--- src/rtl/hdmi_audio_pkg.sv ---
// Shared types and constants for the HDMI audio packet path.
package hdmi_audio_pkg;

    typedef enum logic [1:0] {PRIME, STREAM, HOLD} sched_state_t;

    localparam int MAX_SAMPLES       = 4;
    localparam int IEC_BLOCK_DEFAULT = 192;

    // Subpacket occupancy: the low n lanes are filled.
    function automatic logic [MAX_SAMPLES-1:0] lane_mask(input logic [2:0] n);
        logic [MAX_SAMPLES-1:0] m;
        for (int i = 0; i < MAX_SAMPLES; i++) m[i] = (i < int'(n));
        return m;
    endfunction

endpackage

--- src/rtl/audio_packet_scheduler_if.sv ---
// Packet-picker side of the audio scheduler: request/grant plus the packet descriptor.
interface audio_packet_scheduler_if;
    import hdmi_audio_pkg::*;

    logic                   packet_req;
    logic                   packet_grant;
    logic                   packet_valid;
    logic [MAX_SAMPLES-1:0] sample_present;
    logic [MAX_SAMPLES-1:0] block_start;
    logic [7:0]             frame_index;

    modport master (
        output packet_req, packet_valid, sample_present, block_start, frame_index,
        input  packet_grant
    );

    modport slave (
        input  packet_req, packet_valid, sample_present, block_start, frame_index,
        output packet_grant
    );

endinterface

--- src/rtl/iec_frame_counter.sv ---
// Mod-IEC_BLOCK frame counter; flags the lanes of a packet that open a new IEC block.
module iec_frame_counter
    import hdmi_audio_pkg::*;
#(
    parameter int IEC_BLOCK = IEC_BLOCK_DEFAULT
) (
    input  logic                   clk_pixel,
    input  logic                   reset,
    input  logic                   advance,
    input  logic [2:0]             count,
    output logic [7:0]             frame_index,
    output logic [MAX_SAMPLES-1:0] block_start
);

    localparam logic [8:0] BLK = 9'(IEC_BLOCK);

    logic [8:0]             sum_next;
    logic [7:0]             idx_next;
    logic [MAX_SAMPLES-1:0] bs_next;

    // frame_index < IEC_BLOCK and count <= 4, so one subtract covers every wrap
    always_comb begin
        sum_next = {1'b0, frame_index} + {6'd0, count};
        idx_next = (sum_next >= BLK) ? 8'(sum_next - BLK) : sum_next[7:0];
    end

    for (genvar i = 0; i < MAX_SAMPLES; i++) begin : g_lane
        logic [8:0] lane_sum;
        assign lane_sum   = {1'b0, frame_index} + 9'(i);
        assign bs_next[i] = (3'(i) < count) && (lane_sum == BLK || lane_sum == 9'd0);
    end

    always_ff @(posedge clk_pixel) begin
        if (reset) begin
            frame_index <= '0;
            block_start <= '0;
        end else if (advance) begin
            frame_index <= idx_next;
            block_start <= bs_next;
        end
    end

endmodule

--- src/rtl/audio_packet_scheduler.sv ---
// Paces audio sample packets: primes the buffer, requests a slot, then holds
// for one packet time before the next request.
module audio_packet_scheduler
    import hdmi_audio_pkg::*;
#(
    parameter int BUFFER_SIZE   = 128,
    parameter int START_LEVEL   = 4,
    parameter int PACKET_CYCLES = 32,
    parameter int IEC_BLOCK     = IEC_BLOCK_DEFAULT
) (
    input  logic                           clk_pixel,
    input  logic                           reset,
    input  logic                           audio_enable,
    input  logic [$clog2(BUFFER_SIZE)-1:0] remaining,
    audio_packet_scheduler_if.master       pkt,
    output logic                           packet_enable,
    output logic [15:0]                    underrun_count,
    output logic                           near_full
);

    localparam int RW = $clog2(BUFFER_SIZE);
    localparam int CW = $clog2(PACKET_CYCLES + 1);
    localparam logic [RW-1:0] START_LV  = RW'(START_LEVEL);
    localparam logic [RW-1:0] FULL_LV   = RW'(BUFFER_SIZE - 2);
    localparam logic [RW-1:0] MAX_LV    = RW'(MAX_SAMPLES);
    localparam logic [CW-1:0] HOLD_LAST = CW'(PACKET_CYCLES - 1);

    sched_state_t  state, state_nxt;
    logic [CW-1:0] hold_cnt;
    logic [2:0]    n_samples;
    logic          have_data, hold_done, underrun;

    always_comb begin
        have_data      = (remaining != '0);
        n_samples      = (remaining >= MAX_LV) ? 3'(MAX_SAMPLES) : 3'(remaining);
        hold_done      = (state == HOLD) && (hold_cnt == HOLD_LAST);
        underrun       = hold_done && audio_enable && !have_data;
        pkt.packet_req = 1'b0;
        packet_enable  = 1'b0;
        state_nxt      = state;
        case (state)
            PRIME:  if (audio_enable && remaining >= START_LV) state_nxt = STREAM;
            STREAM: begin
                pkt.packet_req = audio_enable && have_data;
                packet_enable  = pkt.packet_req && pkt.packet_grant;
                if (!audio_enable)     state_nxt = PRIME;
                else if (packet_enable) state_nxt = HOLD;
            end
            HOLD:   if (hold_done) state_nxt = (audio_enable && have_data) ? STREAM : PRIME;
            default: state_nxt = PRIME;
        endcase
        if (reset) begin
            pkt.packet_req = 1'b0;
            packet_enable  = 1'b0;
        end
    end

    always_ff @(posedge clk_pixel) begin
        if (reset) begin
            state              <= PRIME;
            hold_cnt           <= '0;
            pkt.packet_valid   <= 1'b0;
            pkt.sample_present <= '0;
            underrun_count     <= '0;
            near_full          <= 1'b0;
        end else begin
            state            <= state_nxt;
            hold_cnt         <= (state == HOLD && !hold_done) ? hold_cnt + 1'b1 : '0;
            pkt.packet_valid <= packet_enable;
            if (packet_enable) pkt.sample_present <= lane_mask(n_samples);
            if (underrun && underrun_count != 16'hFFFF) underrun_count <= underrun_count + 16'd1;
            if (remaining >= FULL_LV) near_full <= 1'b1;
        end
    end

    iec_frame_counter #(.IEC_BLOCK(IEC_BLOCK)) u_frame (
        .clk_pixel   (clk_pixel),
        .reset       (reset),
        .advance     (packet_enable),
        .count       (n_samples),
        .frame_index (pkt.frame_index),
        .block_start (pkt.block_start)
    );

endmodule

--- src/flat_wrapper.sv ---
// flat-port wrapper written by rule: the top's interface ports become plain ports
module audio_packet_scheduler_flat import hdmi_audio_pkg::*;
#(
    parameter int BUFFER_SIZE   = 128,
    parameter int START_LEVEL   = 4,
    parameter int PACKET_CYCLES = 32,
    parameter int IEC_BLOCK     = IEC_BLOCK_DEFAULT
)
  (clk_pixel, reset, audio_enable, remaining, packet_enable, underrun_count, near_full, pkt_packet_req, pkt_packet_valid, pkt_sample_present, pkt_block_start, pkt_frame_index, pkt_packet_grant);
  audio_packet_scheduler_if pkt_i ();
  input  logic clk_pixel;
  input  logic reset;
  input  logic audio_enable;
  input  logic [$clog2(BUFFER_SIZE)-1:0] remaining;
  output logic packet_enable;
  output logic [15:0] underrun_count;
  output logic near_full;
  output wire logic [$bits(pkt_i.packet_req)-1:0] pkt_packet_req;
  output wire logic [$bits(pkt_i.packet_valid)-1:0] pkt_packet_valid;
  output wire logic [$bits(pkt_i.sample_present)-1:0] pkt_sample_present;
  output wire logic [$bits(pkt_i.block_start)-1:0] pkt_block_start;
  output wire logic [$bits(pkt_i.frame_index)-1:0] pkt_frame_index;
  input wire logic [$bits(pkt_i.packet_grant)-1:0] pkt_packet_grant;
  assign pkt_packet_req = pkt_i.packet_req;
  assign pkt_packet_valid = pkt_i.packet_valid;
  assign pkt_sample_present = pkt_i.sample_present;
  assign pkt_block_start = pkt_i.block_start;
  assign pkt_frame_index = pkt_i.frame_index;
  assign pkt_i.packet_grant = pkt_packet_grant;
  audio_packet_scheduler #(.BUFFER_SIZE(BUFFER_SIZE), .START_LEVEL(START_LEVEL), .PACKET_CYCLES(PACKET_CYCLES), .IEC_BLOCK(IEC_BLOCK)) u_core (.clk_pixel(clk_pixel), .reset(reset), .audio_enable(audio_enable), .remaining(remaining), .pkt(pkt_i), .packet_enable(packet_enable), .underrun_count(underrun_count), .near_full(near_full));
endmodule
--- config.mk ---
export PLATFORM = sky130hd
export DESIGN_NAME = audio_packet_scheduler_flat
export DESIGN_NICKNAME = d
export VERILOG_FILES = /design/src/rtl/hdmi_audio_pkg.sv /design/src/rtl/audio_packet_scheduler_if.sv /design/src/rtl/iec_frame_counter.sv /design/src/rtl/audio_packet_scheduler.sv /design/src/flat_wrapper.sv
export SDC_FILE = /design/constraint.sdc
export NUM_CORES = 1
export LEC_CHECK = 0
export CAP_MARGIN = 20
export CELL_PAD_IN_SITES_DETAIL_PLACEMENT = 1
export CELL_PAD_IN_SITES_GLOBAL_PLACEMENT = 2
export CORE_MARGIN = 4
export CORE_UTILIZATION = 30
export CTS_CLUSTER_SIZE = 24
export DETAILED_ROUTE_END_ITERATION = 16
export PLACE_DENSITY = 0.77
export SYNTH_ARGS = -nofsm -noshare
export SYNTH_HDL_FRONTEND = slang
export SYNTH_SLANG_ARGS = --single-unit
--- constraint.sdc ---
create_clock -name clk_pixel -period 4.1 [get_ports clk_pixel]
set_input_delay 0.41 -clock clk_pixel [delete_from_list [all_inputs] [get_ports clk_pixel]]
set_output_delay 0.41 -clock clk_pixel [all_outputs]
set_load 0.02 [all_outputs]
==> metrics.md <==
| Metric | Value |
|---|---|
| Status | `completed` |
| Root Driver | `clkbuf_8` |
| Vias/cell | `5.10` |
| Crit-path slowest cell | `clkdlybuf4s50_1` |
| First-pass GRT wire length | `approximately 12000 um` |
| Clk_skew | `roughly 8.9 ps` |
| Num CTS Buffers | `5` |
| WP data required | `4260 ps` |
| CP Buf/Inv Count | `3` |
| Multi-input logic area | `~1500 um^2` |
| Reg-to-reg endpoint | `u_core.u_frame.frame_index[7]$_SDFFE_PP0P_` |
| Total track usage | `roughly 15%` |
| Final Hold Vio Count | `0` |
| Register area | `841 um^2` |
| Clk sinks | `42` |
| Leak | `1.12 nW` |
| Final Setup Violations | `0` |
| Synth Instances | `303` |
| Final wirelength | `about 7000 um` |
| CTS clk-pin slew, worst paths | `approximately 90 ps` |
| Synthesized net count | `roughly 320` |
| Count leader, synth | `nor2_1` |
| Setup tns final | `0 ps` |
| FMAX | `roughly 290 MHz` |
| Detailed Place HPWL | `approximately 5300 um` |
| Max-cap violations | `0` |
| Tmin final | `roughly 3500 ps` |
| Rows | `32` |
| Final Slew Violations | `0` |
| R2r worst-path depth | `12` |
| Global placer's final weighted congestion | `about 0.83` |
| Fin crit share | `84.5%` |
| R2R setup slack | `about 1200 ps` |
| Post-Place Worst Slack | `321 ps` |
| Power per cell area | `roughly 250 nW/um^2` |
| Initial antenna violation count | `0` |
| Area delta synth->final | `25.6%` |
| Die width | `approximately 99 um` |
| Netlist Area Pre-Place | `~2500 um^2` |
| Number of synthesized flops with an enable pin | `0` |
| DRC Markers | `0` |
| Yosys warns | `0` |
| Critical Path Max Stage Delay | `440 ps` |
| Most area-hungry cell type in the Yosys netlist | `dfxtp_1` |
| CP arrival | `around 3600 ps` |
| WHS Endpoint | `u_core.hold_cnt[0]$_SDFF_PP0_` |
| Wire per inst | `around 16 um` |
| Mean Syn Cell Area | `around 8.1 um^2` |
| Io pins | `47` |
| Post-detailed-route count of antenna-violating nets | `0` |
| Fraction of layout cells with a size suffix above 1 | `under 10%` |
| Clock latency on the worst-skew pair | `just under 300 ps` |
| Diode count | `0` |
| Slew margin rel. | `65.7%` |
| Distinct cells, synth | `59` |
| Vias in the first global route | `~2400` |
| Top cells by area, synth | `dfxtp_1, nor2_1, xor2_1` |
| Tightest Pin Transition | `513 ps` |
| Number of I/O port buffers | `46` |
| CP Max Fanout | `6` |
| HP Start | `u_core.hold_cnt[0]$_SDFF_PP0_` |
| Detailed-route via count | `2269` |
| Worst VDD drop | `111 uV` |
| Yosys reg bits | `42` |
| Cts hold-fix bufs | `0` |
| Core Box Area | `between 7000 and 8000 um^2` |
| Reg-to-Reg Start | `u_core.u_frame.frame_index[1]$_SDFFE_PP0P_` |
| Commonest cells post-synth | `nor2_1, dfxtp_1, nand2_1, nand3_1, xor2_1` |
| Post-synth top area share | `between 30% and 40%` |
| Initial core utilization | `a little under a third` |
| Crit path max-delay family | `simple AND/OR/NAND/NOR gates` |
| Crit path cell chain | `clkdlybuf4s50_1 > or2_2 > nor2_1 > inv_1 > nor2_1 > xnor2_1 > ha_1 > inv_1 > o21ai_1 > a21oi_1 > or3_1 > nand2_1 > ha_1 > o2111ai_1 > a211oi_1 > nor4b_2` |
| Worst Hold Class | `reg2reg` |
| Largest net degree at the start of global routing | `37` |
| Post_cts resized | `0` |
| Clock buffer depth | `2` |
| H-Tree Depth | `2` |
| Asr flop ratio synth | `0%` |
| Die area | `9740 um^2` |
| DR iter-0 viols | `28` |
| RSZ-0062 raised after global routing | `false` |
| Overflow after GRT | `0` |
| CP Launch Type | `primary input` |
| TritonCTS clock tree | `yes` |
| Final WS setup | `around 640 ps` |
| Layout Nets | `361` |
| Setup bufs post-CTS | `0` |
| FILL cells | `~950` |
| Die Y | `around 99 um` |
| Sequential share of the synthesized area | `34.1%` |
| Finished Core Util | `approximately 40%` |
| Synth Flop Type | `dfxtp_1` |
| TritonRoute pass-1 iters | `4` |
| Setup CP Type | `in2reg` |
| CP Capture Type | `register` |
| Worst Hold Depth | `1` |
| Fin Hold WS | `453 ps` |
state kept, by name, summed over array words and instances, names as in the netlist:
register and count:
u_core.near_full 1, u_core.hold_cnt 6, u_core.underrun_count 16, u_core.u_frame.block_start 4, u_core.pkt.sample_present 4, u_core.pkt.packet_valid 1, u_core.state 2, u_core.u_frame.frame_index 8
cell usage in the layout (no fill, tap or decap), types with 6 or more instances in the layout:
| cell type | count |
|---|---|
| clkdlybuf4s50_1 | 46 |
| nor2_1 | 45 |
| dfxtp_1 | 42 |
| nand2_1 | 27 |
| nand3_1 | 15 |
| xor2_1 | 15 |
| a21oi_1 | 13 |
| inv_1 | 11 |
| nor3_1 | 9 |
| ha_1 | 8 |
| o21ai_0 | 7 |
| nand4_1 | 7 |
| xnor2_1 | 6 |
| and3_1 | 6 |
| clkbuf_8 | 6 |
area by class of cell:
type / instances / area share [%]
tap: 102 / 4.12
timing repair buffer: 49 / 15.6
sequential: 42 / 27.1
clock buffer: 6 / 2.66
multi-input combinational: 232 / 48.5
clock inverter: 2 / 0.525
inverter: 12 / 1.53
per-stage QoR:
step,instance area (um^2),instances,power [mW]
final,3100,445,0.769
after global placement,3000,437,0.486
after floorplan,2470,303,0.458
after detailed placement,3000,437,0.487
after CTS,3100,445,0.784
after global routing,3100,445,0.809
per-layer routing:
layer  wire [um]  vias up  global-route usage, %
met5           0        -                      0
met4          87        0                   4.52
met3         199        7                   2.83
met2        3330       30                   24.8
met1        3370     1079                   19.4
li1            -     1153                      -
power by group:
| part | internal, mW | switching, mW |
|---|---|---|
| clock | 0.139 | 0.154 |
| combinational | 0.0258 | 0.0342 |
| sequential | 0.412 | 0.00466 |
cell families (layout without fill, tap and decap cells):
family,Yosys count,after routing,share of synthesized area [%]
AOI/OAI and AO/OA,51,51,15.1
xor gates and xnor gates,21,21,7.45
adders and majority gates,8,8,4.05
buffers and inverters,29,69,5.07
DFF,42,42,34.1
muxes,5,5,2.08
and+or+nand+nor,147,147,32.2
worst max-delay path by stage:
stage,startpoint,to,cells after the start
after floorplan,remaining[4],u_core.u_frame.frame_index[7]$_SDFFE_PP0P_,13
after global placement,remaining[5],u_core.u_frame.frame_index[7]$_SDFFE_PP0P_,16
after detailed placement,remaining[5],u_core.u_frame.frame_index[7]$_SDFFE_PP0P_,16
after CTS,remaining[5],u_core.u_frame.frame_index[7]$_SDFFE_PP0P_,16
after global routing,remaining[5],u_core.u_frame.frame_index[7]$_SDFFE_PP0P_,16
final,remaining[5],u_core.u_frame.frame_index[7]$_SDFFE_PP0P_,16
Note: power is estimated with default switching activity, not from simulation.
